--- config.mk ---
export PLATFORM = sky130hd
export DESIGN_NAME = fetch_decode_skid_reg_flat
export DESIGN_NICKNAME = d
export VERILOG_FILES = /design/src/rtl/fetch_decode_skid_reg_if.sv /design/src/rtl/fetch_decode_skid_reg.sv /design/src/flat_wrapper.sv
export SDC_FILE = /design/constraint.sdc
export NUM_CORES = 1
export LEC_CHECK = 0
export CAP_MARGIN = 30
export CORE_UTILIZATION = 40
export CTS_CLUSTER_DIAMETER = 50
export CTS_CLUSTER_SIZE = 20
export DETAILED_ROUTE_END_ITERATION = 10
export PLACE_DENSITY_LB_ADDON = 0.15
export SYNTH_ARGS = -nofsm -noshare
export SYNTH_HDL_FRONTEND = slang
export SYNTH_SLANG_ARGS = --single-unit
--- constraint.sdc ---
create_clock -name clk -period 1.7 [get_ports clk]
set_input_delay 0.34 -clock clk [delete_from_list [all_inputs] [get_ports clk]]
set_output_delay 0.34 -clock clk [all_outputs]
set_load 0.01 [all_outputs]
--- src/rtl/fetch_decode_skid_reg_if.sv ---
// fetch_decode_skid_reg_if
//   Handshake bundle between instruction fetch and decode across the
//   fetch_decode_skid_reg pipeline stage.
//   Fetch side : in_valid, in_ready, in_instruction, pcplus4_in
//   Decode side: out_valid, out_ready, ins_out, pcplus4_out
//   master : environment view (drives fetch data and decode ready)
//   slave  : pipeline register view
interface fetch_decode_skid_reg_if #(
  parameter int unsigned INS_WIDTH = 32,
  parameter int unsigned PC_WIDTH  = 32
) ();
  logic                 in_valid;
  logic                 in_ready;
  logic [INS_WIDTH-1:0] in_instruction;
  logic [PC_WIDTH-1:0]  pcplus4_in;
  logic                 out_valid;
  logic                 out_ready;
  logic [INS_WIDTH-1:0] ins_out;
  logic [PC_WIDTH-1:0]  pcplus4_out;

  modport master (
    output in_valid, in_instruction, pcplus4_in, out_ready,
    input  in_ready, out_valid, ins_out, pcplus4_out
  );

  modport slave (
    input  in_valid, in_instruction, pcplus4_in, out_ready,
    output in_ready, out_valid, ins_out, pcplus4_out
  );
endinterface

--- src/rtl/fetch_decode_skid_reg.sv ---
// fetch_decode_skid_reg
//   Fetch-to-decode pipeline register with valid/ready handshake and a
//   two-entry skid buffer (main + skid). Carries the instruction word and
//   PC+4. in_ready depends only on registered state and flush, so there is
//   no combinational path from out_ready to in_ready.
// Ports
//   clk       : clock, rising edge
//   reset     : asynchronous, active-low reset
//   flush     : synchronous flush, empties both entries, blocks input
//   bus       : handshake bundle (slave modport)
//   stall_cnt : saturating count of cycles with out_valid & !out_ready
//   flush_cnt : saturating count of cycles with flush asserted
module fetch_decode_skid_reg #(
  parameter int unsigned INS_WIDTH = 32,
  parameter int unsigned PC_WIDTH  = 32,
  parameter int unsigned CNT_WIDTH = 16
) (
  input  logic                 clk,
  input  logic                 reset,
  input  logic                 flush,
  fetch_decode_skid_reg_if.slave bus,
  output logic [CNT_WIDTH-1:0] stall_cnt,
  output logic [CNT_WIDTH-1:0] flush_cnt
);

  localparam logic [1:0] EMPTY = 2'd0;
  localparam logic [1:0] ONE   = 2'd1;
  localparam logic [1:0] TWO   = 2'd2;

  logic [1:0]           state;
  logic [INS_WIDTH-1:0] main_ins;
  logic [PC_WIDTH-1:0]  main_pc;
  logic [INS_WIDTH-1:0] skid_ins;
  logic [PC_WIDTH-1:0]  skid_pc;
  logic                 push;
  logic                 pop;
  logic                 stall;

  assign bus.in_ready    = (state != TWO) && !flush;
  assign bus.out_valid   = (state != EMPTY);
  assign bus.ins_out     = main_ins;
  assign bus.pcplus4_out = main_pc;

  assign push  = bus.in_valid && bus.in_ready;
  assign pop   = bus.out_valid && bus.out_ready;
  assign stall = bus.out_valid && !bus.out_ready;

  always_ff @(posedge clk or negedge reset) begin
    if (!reset) begin
      state    <= EMPTY;
      main_ins <= '0;
      main_pc  <= '0;
      skid_ins <= '0;
      skid_pc  <= '0;
    end else if (flush) begin
      // any same-cycle pop is simply absorbed by the clear
      state    <= EMPTY;
      main_ins <= '0;
      main_pc  <= '0;
      skid_ins <= '0;
      skid_pc  <= '0;
    end else begin
      case (state)
        EMPTY: begin
          if (push) begin
            state    <= ONE;
            main_ins <= bus.in_instruction;
            main_pc  <= bus.pcplus4_in;
          end
        end
        ONE: begin
          if (push && pop) begin
            main_ins <= bus.in_instruction;
            main_pc  <= bus.pcplus4_in;
          end else if (push) begin
            state    <= TWO;
            skid_ins <= bus.in_instruction;
            skid_pc  <= bus.pcplus4_in;
          end else if (pop) begin
            state    <= EMPTY;
            main_ins <= '0;
            main_pc  <= '0;
          end
        end
        TWO: begin
          if (pop) begin
            state    <= ONE;
            main_ins <= skid_ins;
            main_pc  <= skid_pc;
            skid_ins <= '0;
            skid_pc  <= '0;
          end
        end
        default: begin
          state    <= EMPTY;
          main_ins <= '0;
          main_pc  <= '0;
          skid_ins <= '0;
          skid_pc  <= '0;
        end
      endcase
    end
  end

  always_ff @(posedge clk or negedge reset) begin
    if (!reset) begin
      stall_cnt <= '0;
      flush_cnt <= '0;
    end else begin
      if (stall && (stall_cnt != '1)) stall_cnt <= stall_cnt + 1'b1;
      if (flush && (flush_cnt != '1)) flush_cnt <= flush_cnt + 1'b1;
    end
  end

endmodule

--- src/flat_wrapper.sv ---
// flat-port wrapper written by rule: the top's interface ports become plain ports
module fetch_decode_skid_reg_flat 
#(
  parameter int unsigned INS_WIDTH = 32,
  parameter int unsigned PC_WIDTH  = 32,
  parameter int unsigned CNT_WIDTH = 16
)
  (clk, reset, flush, stall_cnt, flush_cnt, bus_in_valid, bus_in_instruction, bus_pcplus4_in, bus_out_ready, bus_in_ready, bus_out_valid, bus_ins_out, bus_pcplus4_out);
  fetch_decode_skid_reg_if #(.INS_WIDTH(INS_WIDTH), .PC_WIDTH(PC_WIDTH)) bus_i ();
  input  logic clk;
  input  logic reset;
  input  logic flush;
  output logic [CNT_WIDTH-1:0] stall_cnt;
  output logic [CNT_WIDTH-1:0] flush_cnt;
  input wire logic [$bits(bus_i.in_valid)-1:0] bus_in_valid;
  input wire logic [$bits(bus_i.in_instruction)-1:0] bus_in_instruction;
  input wire logic [$bits(bus_i.pcplus4_in)-1:0] bus_pcplus4_in;
  input wire logic [$bits(bus_i.out_ready)-1:0] bus_out_ready;
  output wire logic [$bits(bus_i.in_ready)-1:0] bus_in_ready;
  output wire logic [$bits(bus_i.out_valid)-1:0] bus_out_valid;
  output wire logic [$bits(bus_i.ins_out)-1:0] bus_ins_out;
  output wire logic [$bits(bus_i.pcplus4_out)-1:0] bus_pcplus4_out;
  assign bus_i.in_valid = bus_in_valid;
  assign bus_i.in_instruction = bus_in_instruction;
  assign bus_i.pcplus4_in = bus_pcplus4_in;
  assign bus_i.out_ready = bus_out_ready;
  assign bus_in_ready = bus_i.in_ready;
  assign bus_out_valid = bus_i.out_valid;
  assign bus_ins_out = bus_i.ins_out;
  assign bus_pcplus4_out = bus_i.pcplus4_out;
  fetch_decode_skid_reg #(.INS_WIDTH(INS_WIDTH), .PC_WIDTH(PC_WIDTH), .CNT_WIDTH(CNT_WIDTH)) u_core (.clk(clk), .reset(reset), .flush(flush), .bus(bus_i), .stall_cnt(stall_cnt), .flush_cnt(flush_cnt));
endmodule
=== Yosys cells after proc, flatten, opt, wreduce, memory -nomap -nowiden ===
Cells that the tools add are included.

* Register bits: 162

* Reductions and logical operators: 14
* Multiplexer cells: 25
* Equality and inequality tests: 13
* Add/subtract/negate cells: 2

{| class="wikitable"
|+ Operator list
! operator !! count
|-
| two-way mux 32 bit || 14
|-
| one-hot mux 32 bit (3 select lines) || 4
|-
| adder 16 x 1 -> 16 bit (second input constant) || 2
|-
| != test 16 bit (second input constant) || 2
|-
| two-way mux 2 bit || 6
|-
| AND reduction 4 bit || 3
|-
| != test 3 x 2 -> 1 bit (second input constant) || 3
|-
| != test 4 x 2 -> 1 bit (second input constant) || 2
|-
| logical AND 1 bit || 7
|-
| one-hot mux 2 bit (3 select lines) || 1
|-
| != test 2 bit (second input constant) || 2
|-
| != test 4 bit (second input constant) || 1
|-
| != test 3 bit (second input constant) || 1
|-
| equality test 2 x 1 -> 1 bit (second input constant) || 1
|-
| equality test 2 bit (second input constant) || 1
|-
| logical NOT 1 bit || 2
|-
| logical NOT 2 bit || 1
|-
| nonzero test 2 bit || 1
|}

=== Logic depth before layout (Yosys ltp) ===
* Word-level depth: 7
* Gate-level depth with buffers: 7
* Depth with buffers taken out: 5

=== Least setup slack after synthesis ===
Ideal clock, no wire load.

* Path type: reg2reg
* Start: reg u_core.stall_cnt[0]
* End: reg u_core.stall_cnt[1]
* Buffers on the path: 1
* Cell stages (with the launch flop): 7
* Path slack: -0.055 ns
* Arrival: 1.630 ns
* Path through: dfrtp_1 ha_1 nand4_1 nand4bb_1 buf_2 nor2b_4 mux2_4

* Longest elaborated chain between the ends: 2

{| class="wikitable"
|+ Ends and longest elaborated chain
! item !! line !! source
|-
| start, declared || fetch_decode_skid_reg.sv:22 || <nowiki>output logic [CNT_WIDTH-1:0] stall_cnt,</nowiki>
|-
| start signal, assigned || fetch_decode_skid_reg.sv:110 || <nowiki>if (stall && (stall_cnt != '1)) stall_cnt <= stall_cnt + 1'b1;</nowiki>
|-
| parallel branches: the longest is 2 deep, another holds adder 16 x 1 -> 16 bit || - ||
|}

Parallel ways; which one is timed is not known.
A chain may end at the register's enable or synchronous reset.

=== Worst setup path in the final report ===
* Start: reg u_core.main_ins[9] (netlist: u_core.bus.ins_out[9])
* End: out bus_ins_out[9]

{| class="wikitable"
|+ RTL lines
! item !! line !! source
|-
| start, declared || fetch_decode_skid_reg.sv:31 || <nowiki>logic [INS_WIDTH-1:0] main_ins;</nowiki>
|-
| start signal, assigned || fetch_decode_skid_reg.sv:67 || <nowiki>main_ins <= bus.in_instruction;</nowiki>
|-
| start signal, assigned || fetch_decode_skid_reg.sv:73 || <nowiki>main_ins <= bus.in_instruction;</nowiki>
|-
| start signal, assigned || fetch_decode_skid_reg.sv:88 || <nowiki>main_ins <= skid_ins;</nowiki>
|-
| end, declared || flat_wrapper.sv:21 || <nowiki>output wire logic [$bits(bus_i.ins_out)-1:0] bus_ins_out;</nowiki>
|}

No word-level cell between the ends.

==> metrics <==
status=finished, final reports clean; worst slew pin tran=approximately 430 ps; Starting Density=0.414; GR peak layer=met2; min Tclk post-route=between 1500 and 2000 ps; Critical Path AT=1330 ps; DP Area=roughly 9100 sq um; GPL Wtd Cong=slightly below 0.9; Critical Path Source Type=flip-flop; GR Layer Usage met2=0.357; global-route wire length before repair=about 31000 um; Fin. Hold Viols=0; ranking of synthesized cells by area=dfrtp_1, a22o_1, o2bb2ai_1; Crit path max-delay family=buffers and inverters; sequential area share after synthesis=0.587; H-tree levels=4; Vias=between 5000 and 6000; share of cells above drive strength 1=0.182; antenna violations before repair=0; commonest cells in the netlist=dfrtp_1, a22o_1, a22oi_1; Layout Nets=826; # diodes=0; final setup TNS=0 ps; vias per inst=5.77; Die Ht=between 100 and 150 um; Antenna Nets Post-Route=0; syn nets=just over 600; power density cells=~1000 nW/um^2; Pins Over Slew Limit=0; FILL cells=between 1000 and 1500; DIE AREA=approximately 18000 sq um; routed wire length=~20000 um; Seq cells post-synth=about 160; crit-path max FO=2; worst min path class=input port to asynchronous set/reset pin; M3 GR Usage=0.0483; vias in the first global route=5996; largest net degree at the start of global routing=42; Mean Syn Cell Area=12.7 sq um; r2r startpoint=u_core.state[0]; Die X=~130 um; CP required=around 1400 ps; switch share=0.270; Final Cell Area=10100 sq um; # clock sinks=between 150 and 200; Max Cap Viol=0; Clock Path Buffers=2; Pre-Repair DR Iteration Count=7; CTS clk-pin slew, worst paths=70 ps; RSZ-0062 raised after global routing=no; crit path capture type=output pin; Core ar.=~17000 sq um; P_int=0.00756 W; Post-synth ARST share=1.00; Initial DRC Count=360; library cells used by synthesis=46; number of synthesized flops with an enable pin=0; final core utilization=0.606; Critical Path Start=u_core.bus.ins_out[9]; Final setup viols=0; Post-Syn Instances=between 500 and 600; IO Count=between 150 and 200; gr ovfl total=0; CTS buffer count=17; critical path's slowest cell=clkdlybuf4s50_1; post-synth top area share=0.587; Comb pwr share=0.191; Max IR drop VDD=a little under 0.7 mV; most frequent cell after synthesis=dfrtp_1; placement row count=between 40 and 50; Crit Path Class=flip-flop to output pin; GRT Util Overall=0.224; NetSw=about 0.0028 W; # port buffers=~170; Ys Warns=0; Peak Freq=around 0.60 GHz; area leader, netlist=dfrtp_1; area grow syn2layout=46.5%; crit share post-route=0.980; Cell Area, Synth=a little under 7000 sq um; leakage power total=5.16 nW; worst path bufs/invs=1; Residual DRC=0; final hold slack=between 400 and 500 ps; Layout Skew=~6.8 ps; worst skew pair latency=around 420 ps; top_reg_cell synth=dfrtp_1; Clk pwr share=0.384; Reg power frac=0.425; routed len/inst=about 20 um; Root Buffer=clkbuf_16; CTS tree=built; Worst path max stage delay=550 ps; max_slew headroom=0.711; cell breakdown of the critical path=clkdlybuf4s50_1; met1 global-route usage=0.305; DP HPWL=between 10000 and 15000 um
## power by group through the flow
stage                     Combinational (W)  Sequential (W)  Clock [W]
final                               0.00198         0.00440    0.00398
after global routing                0.00216         0.00445    0.00422
after CTS                           0.00195         0.00440    0.00405
after detailed placement            0.00194         0.00448          0
after global placement              0.00191         0.00448          0
after floorplan                    0.000696         0.00455          0
## area by class of cell
class / instances / area, sq um / share of cell area
Clock inverter: 13 / 174 / 0.0172
Sequential cell: 162 / 4070 / 0.402
Timing Repair Buffer: 238 / 2530 / 0.250
Tap cell: 220 / 275 / 0.0272
Multi-Input combinational cell: 335 / 2620 / 0.259
Inverter: 1 / 3.75 / 0.000371
Clock buffer: 19 / 443 / 0.0438
## layout by cell type, fill, tap and decap left out, types with 3 or more instances in the layout
master	n
nor3_1	5
and3_1	6
and4_1	4
o2bb2ai_1	63
nand3_1	14
buf_6	6
dlygate4sd2_1	29
o21ai_0	5
bufinv_16	3
nor2b_1	3
mux2_2	3
dfrtp_1	147
a31oi_1	8
buf_12	15
a22oi_1	64
dfrtp_2	15
nand2_1	12
nand4_1	10
nor2_1	20
inv_6	5
clkbuf_16	21
dlymetal6s2s_1	39
xnor2_1	13
a21oi_1	5
buf_4	47
clkdlybuf4s50_1	95
xor2_1	7
a22o_1	64
## state kept, by name, indices dropped and copies added, names as in the netlist
register,flops
u_core.skid_ins,32
u_core.bus.ins_out,32
u_core.flush_cnt,16
u_core.stall_cnt,16
u_core.state,2
u_core.bus.pcplus4_out,32
u_core.skid_pc,32
## per-stage QoR
stage | cells | setup slack [ps] | power [W]
6_report | 988 | 34.5 | 0.0104
4_1_cts | 977 | 1.39 | 0.0104
3_5_place_dp | 931 | -312 | 0.00642
2_1_floorplan | 542 | 7.18 | 0.00525
5_1_grt | 988 | 0.0342 | 0.0108
3_3_place_gp | 931 | -281 | 0.00638
## path summary, 6_finish.rpt
| path | endpoint | slack, ps | cells past startpoint |
|---|---|---|---|
| worst min register to register | u_core.bus.pcplus4_out[9] | 480 | 1 |
| worst min-delay path | u_core.bus.ins_out[20] | 410 | 2 |
| max in group asynchronous | u_core.flush_cnt[12] | 690 | 3 |
| worst max register to register | u_core.skid_ins[26] | 60 | 7 |
| worst max-delay path | bus_ins_out[9] | 30 | 1 |
| min in group clk | u_core.bus.pcplus4_out[9] | 480 | 1 |
## repair_timing
| item | CTS | global route |
|---|---|---|
| setup buffers | 13 | 4 |
| hold buffers | 1 | 0 |
| setup endpoints to repair | 41 | 111 |
| gates resized for setup | 51 | 48 |
| pin swaps | 0 | 4 |
| hold endpoints to repair | 36 | 0 |
| gates cloned | 0 | 7 |
## layer usage
metal | share of wire | up-vias
met5 | 0 | -
met4 | 0.016 | 0
met3 | 0.062 | 28
met2 | 0.48 | 208
met1 | 0.44 | 2921
li1 | - | 2540
## cell families (layout without fill, tap and decap cells)
family                   Yosys count  after routing  share of synthesized area
multiplexers                       5              5                    0.00851
buffers and inverters             45            271                     0.0409
flip-flops                       162            162                      0.587
XOR/XNOR                          20             20                     0.0253
AO/OA/AOI/OAI                    219            219                      0.260
adder cells (fa/ha/maj)            2              2                    0.00362
AND/OR/NAND/NOR                   89             89                     0.0750
No activity file was read; power rests on OpenSTA's default activity.
